===== config.mk =====
export PLATFORM = sky130hd
export DESIGN_NAME = fir_sweep_ctrl
export DESIGN_NICKNAME = d
export VERILOG_FILES = /design/src/rtl/fir_sweep_ctrl.sv
export SDC_FILE = /design/constraint.sdc
export NUM_CORES = 1
export LEC_CHECK = 0
export BUFFER_PORTS_ARGS = -buffer_cell sky130_fd_sc_hd__buf_2
export CAP_MARGIN = 20
export CORE_UTILIZATION = 32
export DETAILED_ROUTE_END_ITERATION = 16
export GPL_TIMING_DRIVEN = 0
export PLACE_DENSITY = 0.59
export SLEW_MARGIN = 20
export SYNTH_ARGS = -nofsm -noshare
export SYNTH_HDL_FRONTEND = slang
export SYNTH_SLANG_ARGS = --single-unit
export TNS_END_PERCENT = 20

===== constraint.sdc =====
create_clock -name i_clk -period 3.2 [get_ports i_clk]
set_input_delay 0.16 -clock i_clk [delete_from_list [all_inputs] [get_ports i_clk]]
set_output_delay 0.16 -clock i_clk [all_outputs]
set_load 0.01 [all_outputs]

===== src/rtl/fir_sweep_ctrl.sv =====
// Frequency-sweep controller for a DDS-driven FIR measurement loop.
// Steps the DDS phase increment through num_steps points. Each point waits
// for the FIR to settle, then measures for a dwell window, then advances.
// Optional peak-magnitude tracking during dwell is enabled by FIR_SWEEP_PEAK_EN.
module fir_sweep_ctrl #(
   parameter int unsigned COUNT_WIDTH   = 32,
   parameter int unsigned STEP_WIDTH    = 8,
   parameter int unsigned DWELL_WIDTH   = 16,
   parameter int unsigned OUT_FIR_WIDTH = 44
) (
   input  logic                            i_clk,
   input  logic                            i_rst_n,
   input  logic                            start,
   input  logic                            abort,
   input  logic [COUNT_WIDTH-1:0]          inc_start,
   input  logic [COUNT_WIDTH-1:0]          inc_step,
   input  logic [STEP_WIDTH-1:0]           num_steps,
   input  logic [DWELL_WIDTH-1:0]          settle_len,
   input  logic [DWELL_WIDTH-1:0]          dwell_len,
   input  logic signed [OUT_FIR_WIDTH-1:0] fir_out,
   output logic [COUNT_WIDTH-1:0]          phase_inc,
   output logic [STEP_WIDTH-1:0]           step_idx,
   output logic                            meas_en,
   output logic                            busy,
   output logic                            done,
   output logic [OUT_FIR_WIDTH-1:0]        peak,
   output logic                            peak_valid
);

   typedef enum logic [2:0] {
      S_IDLE,
      S_SETTLE,
      S_DWELL,
      S_STEP,
      S_DONE
   } state_e;

   state_e                  state_q;
   logic [COUNT_WIDTH-1:0]  inc_step_q;
   logic [STEP_WIDTH-1:0]   num_steps_q;
   logic [DWELL_WIDTH-1:0]  settle_len_q;
   logic [DWELL_WIDTH-1:0]  dwell_len_q;
   logic [DWELL_WIDTH-1:0]  timer_q;
   logic [COUNT_WIDTH-1:0]  phase_inc_q;
   logic [STEP_WIDTH-1:0]   step_idx_q;
   logic                    meas_en_q;
   logic                    busy_q;
   logic                    done_q;

   logic settle_last;
   logic dwell_last;
   logic last_point;

   // End-of-phase decodes; a zero length behaves as a one-cycle phase
   always_comb begin
      settle_last = (settle_len_q == '0) || (timer_q == settle_len_q - DWELL_WIDTH'(1));
      dwell_last  = (dwell_len_q == '0)  || (timer_q == dwell_len_q - DWELL_WIDTH'(1));
      last_point  = (step_idx_q == num_steps_q - STEP_WIDTH'(1));
   end

   // Sweep sequencer; abort outranks every other transition outside IDLE
   always_ff @(posedge i_clk or negedge i_rst_n) begin
      if (!i_rst_n) begin
         state_q      <= S_IDLE;
         inc_step_q   <= '0;
         num_steps_q  <= '0;
         settle_len_q <= '0;
         dwell_len_q  <= '0;
         timer_q      <= '0;
         phase_inc_q  <= '0;
         step_idx_q   <= '0;
         meas_en_q    <= 1'b0;
         busy_q       <= 1'b0;
         done_q       <= 1'b0;
      end else begin
         done_q <= 1'b0;
         if (state_q != S_IDLE && abort) begin
            state_q   <= S_IDLE;
            busy_q    <= 1'b0;
            meas_en_q <= 1'b0;
            timer_q   <= '0;
         end else begin
            case (state_q)
               S_IDLE: begin
                  if (start) begin
                     inc_step_q   <= inc_step;
                     num_steps_q  <= num_steps;
                     settle_len_q <= settle_len;
                     dwell_len_q  <= dwell_len;
                     timer_q      <= '0;
                     busy_q       <= 1'b1;
                     if (num_steps != '0) begin
                        phase_inc_q <= inc_start;
                        step_idx_q  <= '0;
                        state_q     <= S_SETTLE;
                     end else begin
                        done_q  <= 1'b1;
                        state_q <= S_DONE;
                     end
                  end
               end
               S_SETTLE: begin
                  if (settle_last) begin
                     timer_q   <= '0;
                     meas_en_q <= 1'b1;
                     state_q   <= S_DWELL;
                  end else begin
                     timer_q <= timer_q + DWELL_WIDTH'(1);
                  end
               end
               S_DWELL: begin
                  if (dwell_last) begin
                     timer_q   <= '0;
                     meas_en_q <= 1'b0;
                     state_q   <= S_STEP;
                  end else begin
                     timer_q <= timer_q + DWELL_WIDTH'(1);
                  end
               end
               S_STEP: begin
                  if (last_point) begin
                     done_q  <= 1'b1;
                     state_q <= S_DONE;
                  end else begin
                     step_idx_q  <= step_idx_q + STEP_WIDTH'(1);
                     phase_inc_q <= phase_inc_q + inc_step_q;
                     state_q     <= S_SETTLE;
                  end
               end
               S_DONE: begin
                  busy_q  <= 1'b0;
                  state_q <= S_IDLE;
               end
               default: begin
                  busy_q    <= 1'b0;
                  meas_en_q <= 1'b0;
                  state_q   <= S_IDLE;
               end
            endcase
         end
      end
   end

   assign phase_inc = phase_inc_q;
   assign step_idx  = step_idx_q;
   assign meas_en   = meas_en_q;
   assign busy      = busy_q;
   assign done      = done_q;

`ifdef FIR_SWEEP_PEAK_EN
   localparam logic [OUT_FIR_WIDTH-1:0] MOST_NEG = {1'b1, {(OUT_FIR_WIDTH-1){1'b0}}};
   localparam logic [OUT_FIR_WIDTH-1:0] MAX_POS  = {1'b0, {(OUT_FIR_WIDTH-1){1'b1}}};

   logic [OUT_FIR_WIDTH-1:0] fir_abs;
   logic [OUT_FIR_WIDTH-1:0] peak_q;
   logic                     peak_valid_q;

   // Magnitude of the FIR word; the most-negative code saturates
   always_comb begin
      fir_abs = $unsigned(fir_out);
      if (fir_out[OUT_FIR_WIDTH-1]) begin
         if ($unsigned(fir_out) == MOST_NEG) begin
            fir_abs = MAX_POS;
         end else begin
            fir_abs = OUT_FIR_WIDTH'($unsigned(-fir_out));
         end
      end
   end

   // Peak tracker: restart on the first dwell cycle, hold outside dwell
   always_ff @(posedge i_clk or negedge i_rst_n) begin
      if (!i_rst_n) begin
         peak_q       <= '0;
         peak_valid_q <= 1'b0;
      end else begin
         peak_valid_q <= 1'b0;
         if (state_q == S_DWELL && !abort) begin
            if (timer_q == '0 || fir_abs > peak_q) begin
               peak_q <= fir_abs;
            end
            peak_valid_q <= dwell_last;
         end
      end
   end

   assign peak       = peak_q;
   assign peak_valid = peak_valid_q;
`else
   logic unused_fir_out;

   assign unused_fir_out = ^fir_out;
   assign peak           = '0;
   assign peak_valid     = 1'b0;
`endif

endmodule


# [Word level (Yosys, flattened, before mapping)]
# Cells that the tools add are included.
[classes] magnitude_cmp=0 n_shift=0 bitwise_logic=1 addsub=6 reduce_logical=18 mux=32 eq_ne=15 n_div=0 mul=0
[ops] op="$mux 32" count=3
[ops] op="$mux 16" count=4
[ops] op="$pmux 32 s2" count=1
[ops] op="$pmux 16 s3" count=1
[ops] op="$add 32x32->32" count=1
[ops] op="$eq 16x16->1" count=2
[ops] op="$logic_not 16->1" count=2
[ops] op="$sub 16x1->16 const B" count=2
[ops] op="$mux 8" count=3
[ops] op="$mux 3" count=6
[ops] op="$add 16x1->16 const B" count=1
[ops] op="$pmux 8 s2" count=1
[ops] op="$pmux 3 s4" count=1
[ops] op="$mux 1" count=9
[ops] op="$ne 3x3->1 const B" count=3
[ops] op="$reduce_and 3->1" count=3
[ops] op="$add 8x1->8 const B" count=1
[ops] op="$eq 8x8->1" count=1
[ops] op="$reduce_bool 8->1" count=1
[ops] op="$sub 8x1->8 const B" count=1
[ops] op="$eq 3x2->1 const B" count=2
[ops] op="$ne 2x2->1 const B" count=3
[ops] op="$reduce_or 3->1" count=2
[ops] op="$reduce_and 5->1" count=1
[ops] op="other kinds (13)" count=17
[word_totals] latch_bits=0 inputBits=152 n_memories=0 ram_bits=0 out_inout_bits=88 regBits=134 mem_bits_ro=0

# [Longest topological paths before layout]
# Gate-level depths: netlist of run 1.
[depth] depth_word=6 depth_mapped=11 depth_no_buf=11

# [Least setup slack after synthesis of run 1]
# No wires, ideal clock.
[synth_timing] kind="reg-to-reg" from="reg phase_inc_q[1] (netlist: phase_inc[1])" to="reg phase_inc_q[31] (netlist: phase_inc[31])" stages_incl_launch_ff=10 setup_ns=0.140 setup_slack_ns=0.302 n_path_buf=0 arrival_time_ns=2.759 path_cell_list="dfrtp_1 > ha_1 > a211oi_1 > o21ai_0 > o31ai_1 > o21ai_1 > a2111oi_0 > o31ai_1 > a2111oi_0 > a311oi_1"
[synth_via] elab_chain_cells=3
[synth_lines] element="start, declared" line="44" text="logic [COUNT_WIDTH-1:0] phase_inc_q;"
[synth_lines] element="start signal, assigned" line="93" text="phase_inc_q <= inc_start;"
[synth_lines] element="start signal, assigned" line="126" text="phase_inc_q <= phase_inc_q + inc_step_q;"
[synth_lines] element="$add 32x32->32" line="126"
[synth_lines] element="$mux 32" line="121" text="if (last_point) begin"
[synth_lines] element="$pmux 32 s2" line="83" text="case (state_q)"
# No other way between the ends. The select of a mux whose other input is x is not followed.
# A chain may end at the register's enable or synchronous reset.

# [Final worst setup path of run 1]
[layout_timing] from="reg settle_len_q[3]" to="reg timer_q[7]"
[layout_via] elab_chain_cells=6
[layout_lines] element="start, declared" line="41" text="logic [DWELL_WIDTH-1:0] settle_len_q;"
[layout_lines] element="start signal, assigned" line="88" text="settle_len_q <= settle_len;"
[layout_lines] element="$sub 16x1->16" line="56" text="settle_last = (settle_len_q == '0) || (timer_q == settle_len_q - DWELL_WIDTH'(1));"
[layout_lines] element="$eq 16x16->1" line="56"
[layout_lines] element="$logic_or 1x1->1 (*)" line="56"
[layout_lines] element="$mux 16 (*)" line="103" text="if (settle_last) begin"
[layout_lines] element="$pmux 16 s3 (*)" line="83"
[layout_lines] element="$mux 16 (*)" line="77" text="if (state_q != S_IDLE && abort) begin"
[layout_lines] element="end signal, assigned" line="108" text="timer_q <= timer_q + DWELL_WIDTH'(1);"
[layout_lines] element="end signal, assigned" line="117" text="timer_q <= timer_q + DWELL_WIDTH'(1);"
[layout_lines] element="end, declared" line="43" text="logic [DWELL_WIDTH-1:0] timer_q;"
# Every way passes the cells marked *; elsewhere a longest branch is shown, timed or not.

==> summary.txt, run 1 <==
Timing
  • Post-layout minimum cycle time: 3010 ps
  • Rel. slew slack: 36.5%
  • RSZ-0062 raised after global routing: yes
  • Final-report hold violation count: 0
  • Tcrit/Tclk final: 94.1%
  • Least-Margin Pin Slew: 952 ps
  • Setup violators final: 0
  • Fmax: 0.332 GHz
  • Clk_skew: 11.3 ps
  • Max-slew violation count: 0

Critical path
  • CP startpoint kind: flip-flop
  • WP data arrival: 3320 ps
  • Crit. End Element: flip-flop
  • CP Class: reg -> reg
  • Critical Path Fanout Max: 10
  • Critical Path RT: 3510 ps

Floorplan
  • Initial Utilization: 32.7%
  • Die W: 173 um
  • Die height: 173 um
  • Site row count: 62
  • Number of top-level pins: 240
  • Die ar.: 30,100 um2
  • Core ar.: 28,800 um2

Route
  • Wirelength, routed: 29.0 mm
  • Met2 wire len: 14.3 mm
  • Top Layer Used: met4
  • Drt first-iter violations: 537
  • Met3 wire len: 1.44 mm
  • Drc violations: 0
  • Post-route antenna net violation count: 0
  • Vias: 8,688
  • TritonRoute pass-1 iters: 5
  • Post-Route M1 WL: 12.9 mm
  • Avg WL per Cell: 16.8 um
  • Via density: 5.03

CTS
  • CTS H-Tree Depth: 4
  • Clock Sinks: 134
  • CTS tree: built
  • Largest buffer count on any clock path: 2
  • Worst skew pair latency: 430 ps
  • CTS root buf: clkbuf_16
  • TritonCTS Buffers: 17
  • Clk slew on worst S/H paths: 60 ps

Power and ir drop
  • LEAKAGE: 5.45 nW
  • Max VDD drop: 0.498 mV
  • Pwr Total: 0.0123 W
  • Power Density: 993 nW/um2

Synthesis
  • #FFs+latches synth: 134
  • Yosys warns: 0
  • Mean Syn Cell Area: 9.16 um2
  • Gate Count Post-Synth: 1,026
  • Seq/Total Area, Yosys: 35.7%
  • Synth Cell Area: 9400 um2
  • Post-synth EDFFs: 0
  • Biggest area consumer among synthesized cells: dfrtp_1
  • Synth top area share: 35.7%
  • Async S/R FF share, synth: 100%
  • Yosys cell types: 78
  • Most used DFF post-synth: dfrtp_1
  • Area contributors post-synth: dfrtp_1, mux2_2, ha_1

Place
  • Placed inst area: 10,800 um2
  • I/O Buffers: 149
  • Gpl congestion: 0.852
  • Detailed-placement wirelength estimate: 21.2 mm

Job
  • Max cap viols: 0

Status
  • Status: finished, final reports clean

Layout
  • Register cell area after layout: 3350 um2
  • Layout Nets: 1,521
  • Multi-input combinational cell area: 5600 um2
  • Post-layout util: 43.1%
  • Commonest non-fill, non-tap cell in the layout: buf_2
  • Layout fillers: 2,840
  • Area Overhead vs Synth: 31.8%
  • Design area: 12,400 um2
  • Commonest non-fill, non-tap cells in the layout: buf_2, dfrtp_1, nand2_1, dlygate4sd3_1, mux2_2
  • Share of post-route cells with drive strength above 1: 26.6%

Global route
  • Total gr overflow: 0
  • GRT Overall Usage: 19.6%
  • First-pass GRT wire length: 46.3 mm
  • Vias in the first global route: 8,588
  • Largest net degree at the start of global routing: 72
  • Initial antenna violation count: 0

Min path
  • Min-Delay Path Class: in -> reg
[worst paths after layout]
check | endpoint | start | cells past startpoint | slack [ps]
worst min register to register | inc_step_q[24] | inc_step_q[24] | 1 | 510
worst min-delay path | phase_inc[26] | inc_start[26] | 3 | 5
min in group asynchronous | settle_len_q[5] | i_rst_n | 2 | 260
worst max-delay path | timer_q[7] | settle_len_q[3] | 9 | 190
worst max register to register | timer_q[7] | settle_len_q[3] | 9 | 190
max in group asynchronous | phase_inc[10] | i_rst_n | 3 | 2190
[metrics by stage]
stage	setup TNS, ps	instances	hold WS [ps]	setup WS, ps
global placement	-11950	1603	370	-459
CTS	0	1713	2.14	1.83
global route	-72.4	1726	15.3	-65.1
finish	0	1727	4.54	190
floorplan	0	1070	-136	302
detailed placement	-2140	1604	153	-420
[synth_stat cells (7+ instances only)]
master and n:
or3_1 11, o21ai_0 55, buf_4 47, clkbuf_1 46, xor2_1 30, nand2_1 93, dfrtp_1 134, nor2b_1 7
a22oi_1 7, nand3_1 37, o31ai_1 19, nor3_1 21, and2_1 11, and3_1 20, nor2_1 60, xnor2_1 43
or2_2 9, a21oi_1 63, o211ai_1 14, nand2b_1 9, nor4_1 15, inv_1 25, a211oi_1 7, ha_1 38
a21o_1 10, a31oi_1 15, mux2_2 65
[registers in the layout (all words and copies together), names as in the netlist]
signal / cells
state_q: 3
num_steps_q: 8
phase_inc: 32
inc_step_q: 32
settle_len_q: 16
done: 1
timer_q: 16
step_idx: 8
meas_en: 1
busy: 1
dwell_len_q: 16
[worst max-delay path, cell delays in order, from the launching register on]
cell,delay (ps)
dfrtp_1,460
nor4_4,610
nand3_1,250
o21a_1,230
o22ai_1,210
a2111oi_4,90
a31oi_4,410
a21oi_4,90
buf_4,170
o41ai_1,350
[area by class of cell]
cell class	instances	area share, %
diodes	1	0.0202
plain buffers	103	4.88
clock buffers	22	3.83
clock inverters	9	1.01
inverters	25	0.757
multi-input cells	808	45.2
flip-flops and latches	134	27.1
well taps	384	3.88
repair buffers	241	13.4
[cell families after synthesis]
logic type	synth area share (%)
simple gates	18.3
fa+ha+maj	5.27
other cells	0.0399
flops	35.7
compound gates	18.1
mux	8.43
xor+xnor	6.80
buf+inv	7.36
[layer usage]
metal  track usage [%]  up-vias
met2              34.6      240
met1              24.3     4167
met3              3.99       25
met5                 0        -
met4              4.98        0
li1                  -     4256
[power by group]
| part | internal (W) | switching [W] | total [W] | leakage [nW] |
|---|---|---|---|---|
| combinational | 0.00310 | 0.00399 | 0.00709 | 3.52 |
| sequential | 0.00242 | 0.000743 | 0.00316 | 1.63 |
| clock | 0.00128 | 0.000779 | 0.00206 | 0.292 |
[repair_timing]
| item | in CTS | in global routing |
|---|---|---|
| cloned | 0 | 0 |
| resized for setup | 7 | 18 |
| hold buffers | 78 | 0 |
| setup buffers | 0 | 13 |
| pin swaps | 1 | 8 |
| setup endpoints to repair | 25 | 52 |
| hold endpoints to repair | 140 | 0 |
Power figures use the tool's default switching activity.
==> run 2: changes to the inputs <==
Settings changed: PLACE_DENSITY 0.59 to not set, PLACE_DENSITY_LB_ADDON set to 0.15, SETUP_SLACK_MARGIN set to 0.02.
==> run 2 against run 1 <==
  * Global-route usage is 0.094 points higher
  * Power grew 1.8%
  * Worst hold slack better by 21 ps
  * Sequential power about the same
  * Critical path depth decreased by 1
  * Utilization is 0.33 points higher
  * Non-clock buffer count shrank 1
  * Cell area up 0.76%
  * Maximum frequency is 4.4% lower
  * Highest routed layer unchanged
==> summary.txt, run 2 (synthesis results as in run 1) <==
Place
  • Placed cell count: 1,604 (unchanged)
  • Gpl congestion: 0.880 (+3.3%)
  • Placed inst area: 10,800 um2 (unchanged)
  • I/O Buffers: 149 (unchanged)
  • Detailed-placement wirelength estimate: 21.4 mm (+0.98%)

Min path
  • Min-Delay Path Class: in -> reg
  • Worst Hold Launch: inc_start[13]

Critical path
  • Crit. End Element: flip-flop
  • CP Class: reg -> reg
  • Slowest-stage cell, CP: o221ai_2
  • Critical path, cell by cell: or3_1 -> o31a_1 -> o211a_1 -> o221ai_2 -> nand2_1 -> nand2_2 -> clkbuf_2 -> a31oi_1
  • CP Launch Point: num_steps_q[2]
  • Critical Path Fanout Max: 10 (unchanged)
  • Reg-to-reg startpoint: num_steps_q[2]
  • WP data arrival: 3440 ps (+120 ps)
  • CP startpoint kind: flip-flop
  • Delay of the slowest critical-path stage: 470 ps (-140 ps)
  • Critical Path RT: 3490 ps (-20 ps)

Power and ir drop
  • Power Density: 1000 nW/um2 (+1.1%)
  • Combinational fraction of design power: 56.3% (-1.3 points)
  • Int Pwr: 0.00700 W (+3.1%)
  • Switching Share: 44.1% (-0.68 points)
  • LEAKAGE: 5.47 nW (+0.51%)
  • Seq pwr share: 25.2% (-0.5 points)
  • Clock power frac: 18.5% (+1.8 points)
  • Net Sw Power: 0.00553 W (+0.27%)
  • Max VDD drop: 0.579 mV (+16%)

Layout
  • Design area: 12,500 um2 (+0.76%)
  • Final cell count without fillers: 1,730 (+0.17%)
  • Area Overhead vs Synth: 32.8%
  • Share of post-route cells with drive strength above 1: 26.5% (-0.15 points)
  • Commonest non-fill, non-tap cell in the layout: buf_2
  • Commonest non-fill, non-tap cells in the layout: buf_2, dfrtp_1, nand2_1, dlygate4sd3_1, mux2_2
  • Post-layout util: 43.4% (+0.33 points)
  • Layout fillers: 2,874 (+1.2%)
  • Layout Nets: 1,520 (-0.066%)

Route
  • Via density: 4.98 (-1.0%)
  • Avg WL per Cell: 16.9 um (+0.86%)
  • Wirelength, routed: 29.3 mm (+1.0%)
  • Drt first-iter violations: 492 (-8.4%)
  • Vias: 8,612 (-0.87%)
  • Post-route antenna net violation count: 0 (unchanged)
  • TritonRoute pass-1 iters: 7 (+2)
  • Drc violations: 0 (unchanged)

CTS
  • Worst skew pair latency: 430 ps (about the same)
  • Clock Sinks: 134 (unchanged)
  • TritonCTS Buffers: 17 (unchanged)
  • CTS tree: built
  • Largest buffer count on any clock path: 2 (unchanged)
  • CTS root buf: clkbuf_16
  • CTS H-Tree Depth: 4 (unchanged)
  • Clk slew on worst S/H paths: 60 ps (about the same)

Status
  • Status: finished, final reports clean

Global route
  • Met1 Use GR: 24.8% (+0.50 points)
  • Grt peak-use layer: met2
  • Total gr overflow: 0 (unchanged)
  • Largest net degree at the start of global routing: 72 (unchanged)
  • First-pass GRT wire length: 46.4 mm (+0.19%)
  • GR met3 Demand/Resource: 4.28% (+0.29 points)
  • Vias in the first global route: 8,487 (-1.2%)
  • Initial antenna violation count: 3 (+3)
  • GRT Overall Usage: 19.7% (+0.094 points)
  • M2 GR Usage: 33.6% (-0.95 points)

Timing
  • Fmax: 0.318 GHz (-4.4%)
  • Final-report hold violation count: 0 (unchanged)
  • Setup violators final: 0 (unchanged)
  • RSZ-0062 raised after global routing: yes
  • Rel. slew slack: 38.0% (+1.4 points)
  • Setup TNS Final: 0 ps (unchanged)
  • Least-Margin Pin Slew: 931 ps (-21.4 ps)
  • Tcrit/Tclk final: 98.3% (+4.3 points)
  • Max-slew violation count: 0 (unchanged)
  • Post-layout minimum cycle time: 3150 ps (+137 ps)
  • Clk_skew: 11.3 ps (-0.0543 ps)
  • Hold_ws: 26.0 ps (+21.4 ps)

Floorplan
  • Die W: 173 um (unchanged)
  • Initial Utilization: 32.7% (unchanged)
  • Site row count: 62 (unchanged)
  • Die ar.: 30,100 um2 (unchanged)
  • Number of top-level pins: 240 (unchanged)
  • Die height: 173 um (unchanged)
  • Core ar.: 28,800 um2 (unchanged)

Job
  • Max cap viols: 0 (unchanged)
## run 2: power by group through the flow
stage | Clock (W) | Sequential, W | Combinational [W]
2_1_floorplan | 0 | 0.00305 | 0.00504
3_3_place_gp | 0 | 0.00317 | 0.00669
3_5_place_dp | 0 | 0.00318 | 0.00675
4_1_cts | 0.00236 | 0.00315 | 0.00693
5_1_grt | 0.00244 | 0.00328 | 0.00783
6_report | 0.00231 | 0.00316 | 0.00706
## run 2: timing repair
action / CTS / global route
hold buffers: 80 / 0
gates resized for setup: 9 / 15
setup buffers: 0 / 10
setup endpoints to repair: 29 / 48
pin swaps: 2 / 4
endpoints found under the hold margin: 142 / 0
## run 2: critical path, delay by kind of cell, from the launching register on
family | cells | cell delay [ps]
AOI/OAI and AO/OA | 4 | 1140
and+or+nand+nor | 3 | 1040
DFF | 1 | 460
buffers and inverters | 1 | 360
## run 2: final cells by class
cell class / count / area [um2] / share of cell area [%]
diodes: 4 / 10.0 / 0.0802
plain buffers: 103 / 606 / 4.85
clock buffers: 22 / 494 / 3.96
clock inverters: 10 / 190 / 1.52
inverters: 25 / 93.8 / 0.752
multi-input cells: 808 / 5600 / 44.8
flip-flops and latches: 134 / 3350 / 26.9
well taps: 384 / 480 / 3.85
repair buffers: 240 / 1660 / 13.3
## run 2: path summary, 6_finish.rpt
path | to | depth (start not counted) | slack (ps)
worst min-delay path | phase_inc[13] | 3 | 30
worst max-delay path | phase_inc[0] | 8 | 50
min in group asynchronous | settle_len_q[3] | 2 | 260
worst min register to register | inc_step_q[16] | 1 | 510
max in group asynchronous | inc_step_q[14] | 3 | 2170
worst max register to register | phase_inc[0] | 8 | 50
## run 2: stage by stage
| stage | worst slack (ps) | total power (W) |
|---|---|---|
| 6_report | 53.0 | 0.0125 |
| 3_3_place_gp | -514 | 0.00985 |
| 3_5_place_dp | -534 | 0.00993 |
| 5_1_grt | -64.0 | 0.0135 |
| 2_1_floorplan | 302 | 0.00808 |
| 4_1_cts | -25.9 | 0.0125 |
## run 2: metal layers
metal | wire length [um] | share of wire (%) | vias up
li1 | - | - | 4260
met3 | 1310 | 4.5 | 25
met2 | 14600 | 50 | 229
met5 | 0 | 0 | -
met4 | 518 | 1.8 | 0
met1 | 12900 | 44 | 4098
==> run 3: changes to the inputs <==
Settings changed: SETUP_SLACK_MARGIN 0.02 to 0.3.
==> run 3 against run 2 <==
  * Utilization increased by 1.3 points
  * Wire length increased by 1.6%
  * First-iteration DRC count decreased by 5.3%
  * Critical endpoint is now timer_q[8]
  * Critical path depth increased by 3
  * Combinational power increased by 6.9%
  * Worst setup slack improved by 120 ps
  * Clock-buffer cell count unchanged
  * Sequential share of layout area decreased by 0.80 points
  * Power increased by 4.1%
  * Maximum frequency increased by 3.9%
  * Largest power group unchanged
  * Cell count increased by 0.92%
==> summary.txt, run 3 (synthesis results as in run 1) <==
Route
  • Wirelength, routed: 29.8 mm (+1.6%)
  • Avg WL per Cell: 17.0 um (+0.67%)
  • Vias: 8,668 (+0.65%)
  • Post-route antenna net violation count: 0 (unchanged)
  • Drc violations: 0 (unchanged)
  • Drt first-iter violations: 466 (-5.3%)
  • TritonRoute pass-1 iters: 5 (-2)
  • Via density: 4.96 (-0.27%)

CTS
  • Largest buffer count on any clock path: 2 (unchanged)
  • CTS root buf: clkbuf_16
  • Clk slew on worst S/H paths: 60 ps (about the same)
  • TritonCTS Buffers: 17 (unchanged)
  • CTS tree: built
  • CTS H-Tree Depth: 4 (unchanged)
  • Clock Sinks: 134 (unchanged)
  • Worst skew pair latency: 440 ps (about the same)

Critical path
  • FF-to-FF setup slack: 170 ps (+120 ps)
  • CP Class: reg -> reg
  • CP startpoint kind: flip-flop
  • Critical Path Fanout Max: 5 (-5)
  • Reg-to-Reg End: timer_q[8]
  • Reg2Reg Depth: 11 (+3)
  • Reg-to-reg startpoint: settle_len_q[2]
  • WP data arrival: 3320 ps (-120 ps)
  • Critical Path RT: 3490 ps (about the same)
  • Crit. End Element: flip-flop

Global route
  • GR met3 Demand/Resource: 4.32% (+0.044 points)
  • GRT Overall Usage: 19.9% (+0.14 points)
  • Vias in the first global route: 8,586 (+1.2%)
  • Initial antenna violation count: 3 (unchanged)
  • Largest net degree at the start of global routing: 72 (unchanged)
  • M2 GR Usage: 33.8% (+0.18 points)
  • Grt peak-use layer: met2
  • Total gr overflow: 0 (unchanged)
  • Met1 Use GR: 24.9% (+0.13 points)
  • First-pass GRT wire length: 46.7 mm (+0.70%)

Min path
  • Worst Hold End: phase_inc[13]
  • Min-Delay Path Class: in -> reg
  • Hold Path Stages: 3 (unchanged)
  • Worst Hold Launch: inc_start[13]

Place
  • Detailed-placement wirelength estimate: 21.4 mm (unchanged)
  • Place WS: -534 ps (unchanged)
  • Placed cell count: 1,604 (unchanged)
  • Placed inst area: 10,800 um2 (unchanged)
  • I/O Buffers: 149 (unchanged)
  • Gpl congestion: 0.880 (unchanged)

Floorplan
  • Die height: 173 um (unchanged)
  • Die ar.: 30,100 um2 (unchanged)
  • Site row count: 62 (unchanged)
  • Number of top-level pins: 240 (unchanged)
  • Core ar.: 28,800 um2 (unchanged)
  • Die W: 173 um (unchanged)
  • Initial Utilization: 32.7% (unchanged)

Timing
  • Final setup margin: 172 ps (+119 ps)
  • Least-Margin Pin Slew: 770 ps (-160 ps)
  • Fmax: 0.330 GHz (+3.9%)
  • Post-layout minimum cycle time: 3030 ps (-119 ps)
  • Max-slew violation count: 0 (unchanged)
  • Setup violators final: 0 (unchanged)
  • Tcrit/Tclk final: 94.6% (-3.7 points)
  • Final-report hold violation count: 0 (unchanged)
  • RSZ-0062 raised after global routing: yes
  • Setup TNS Final: 0 ps (unchanged)
  • Clk_skew: 12.0 ps (+0.695 ps)
  • Rel. slew slack: 48.2% (+10 points)

Job
  • Max cap viols: 0 (unchanged)

Power and ir drop
  • Power Density: 1010 nW/um2 (+0.93%)
  • Max VDD drop: 0.545 mV (-5.9%)
  • LEAKAGE: 5.63 nW (+2.9%)

Layout
  • Commonest non-fill, non-tap cell in the layout: buf_2
  • Commonest non-fill, non-tap cells in the layout: buf_2, dfrtp_1, nand2_1, dlygate4sd3_1, buf_4
  • Layout Nets: 1,536 (+1.1%)
  • Post-layout util: 44.7% (+1.3 points)
  • Share of post-route cells with drive strength above 1: 29.3% (+2.9 points)
  • Final cell count without fillers: 1,746 (+0.92%)
  • Design area: 12,900 um2 (+3.1%)
  • Area Overhead vs Synth: 37.0%

Status
  • Status: finished, final reports clean
run 3: cell types whose count changed in the layout (fill, tap and decap cells not counted), moves of 3 or more:
cell,before,now
a221oi_1,6,3
clkbuf_2,4,7
clkbuf_1,42,37
buf_4,58,67
buf_6,3,8
run 3: power by group:
group          leakage, nW  internal [W]  total (W)  switching, W
logic                 3.67       0.00336    0.00755       0.00420
registers             1.63       0.00242    0.00317      0.000748
clock network        0.325       0.00149    0.00232      0.000826
run 3: critical path, cell delays in order, from the launching register on:
cell and delay, ps:
dfrtp_1 370, buf_6 120, or4_4 470, or3_4 340
a211oi_2 250, nand4_1 190, a2111oi_4 380, a31oi_4 150
buf_12 170, buf_8 130, a221oi_4 210, o41ai_2 110
run 3: stage by stage:
stage               hold WS, ps  total power, W
CTS                        7.48          0.0126
finish                     21.7          0.0130
global placement            364         0.00985
floorplan                  -136         0.00808
global route               18.4          0.0141
detailed placement          155         0.00993
run 3: cell type report:
class / count / area [um2]
Clock buffer: 22 / 494
Multi-Input combinational cell: 808 / 5800
Tap cell: 384 / 480
Timing Repair Buffer: 256 / 1830
Sequential cell: 134 / 3350
Clock inverter: 10 / 190
Buffer: 103 / 618
Fill cell: 2845 / 15900
Antenna cell: 4 / 10.0
Inverter: 25 / 93.8
run 3: metal layers:
| layer | routed length (um) | up-vias |
|---|---|---|
| met2 | 14700 | 184 |
| met1 | 13200 | 4157 |
| met5 | 0 | - |
| met4 | 588 | 0 |
| met3 | 1220 | 29 |
| li1 | - | 4298 |
run 3: worst max-delay path by stage:
stage,to,startpoint
finish,timer_q[8],settle_len_q[2]
global route,timer_q[8],settle_len_q[2]
CTS,timer_q[14],settle_len_q[2]
detailed placement,phase_inc[31],phase_inc[1]
global placement,phase_inc[31],phase_inc[1]
floorplan,phase_inc[31],phase_inc[1]
run 3: what timing repair did:
action,4_1_cts,5_1_grt
resized for setup,25,53
setup buffers,11,13
endpoints found under the setup margin,59,91
endpoints found under the hold margin,142,0
hold buffers,80,0
pin swaps,6,18
cloned,0,2
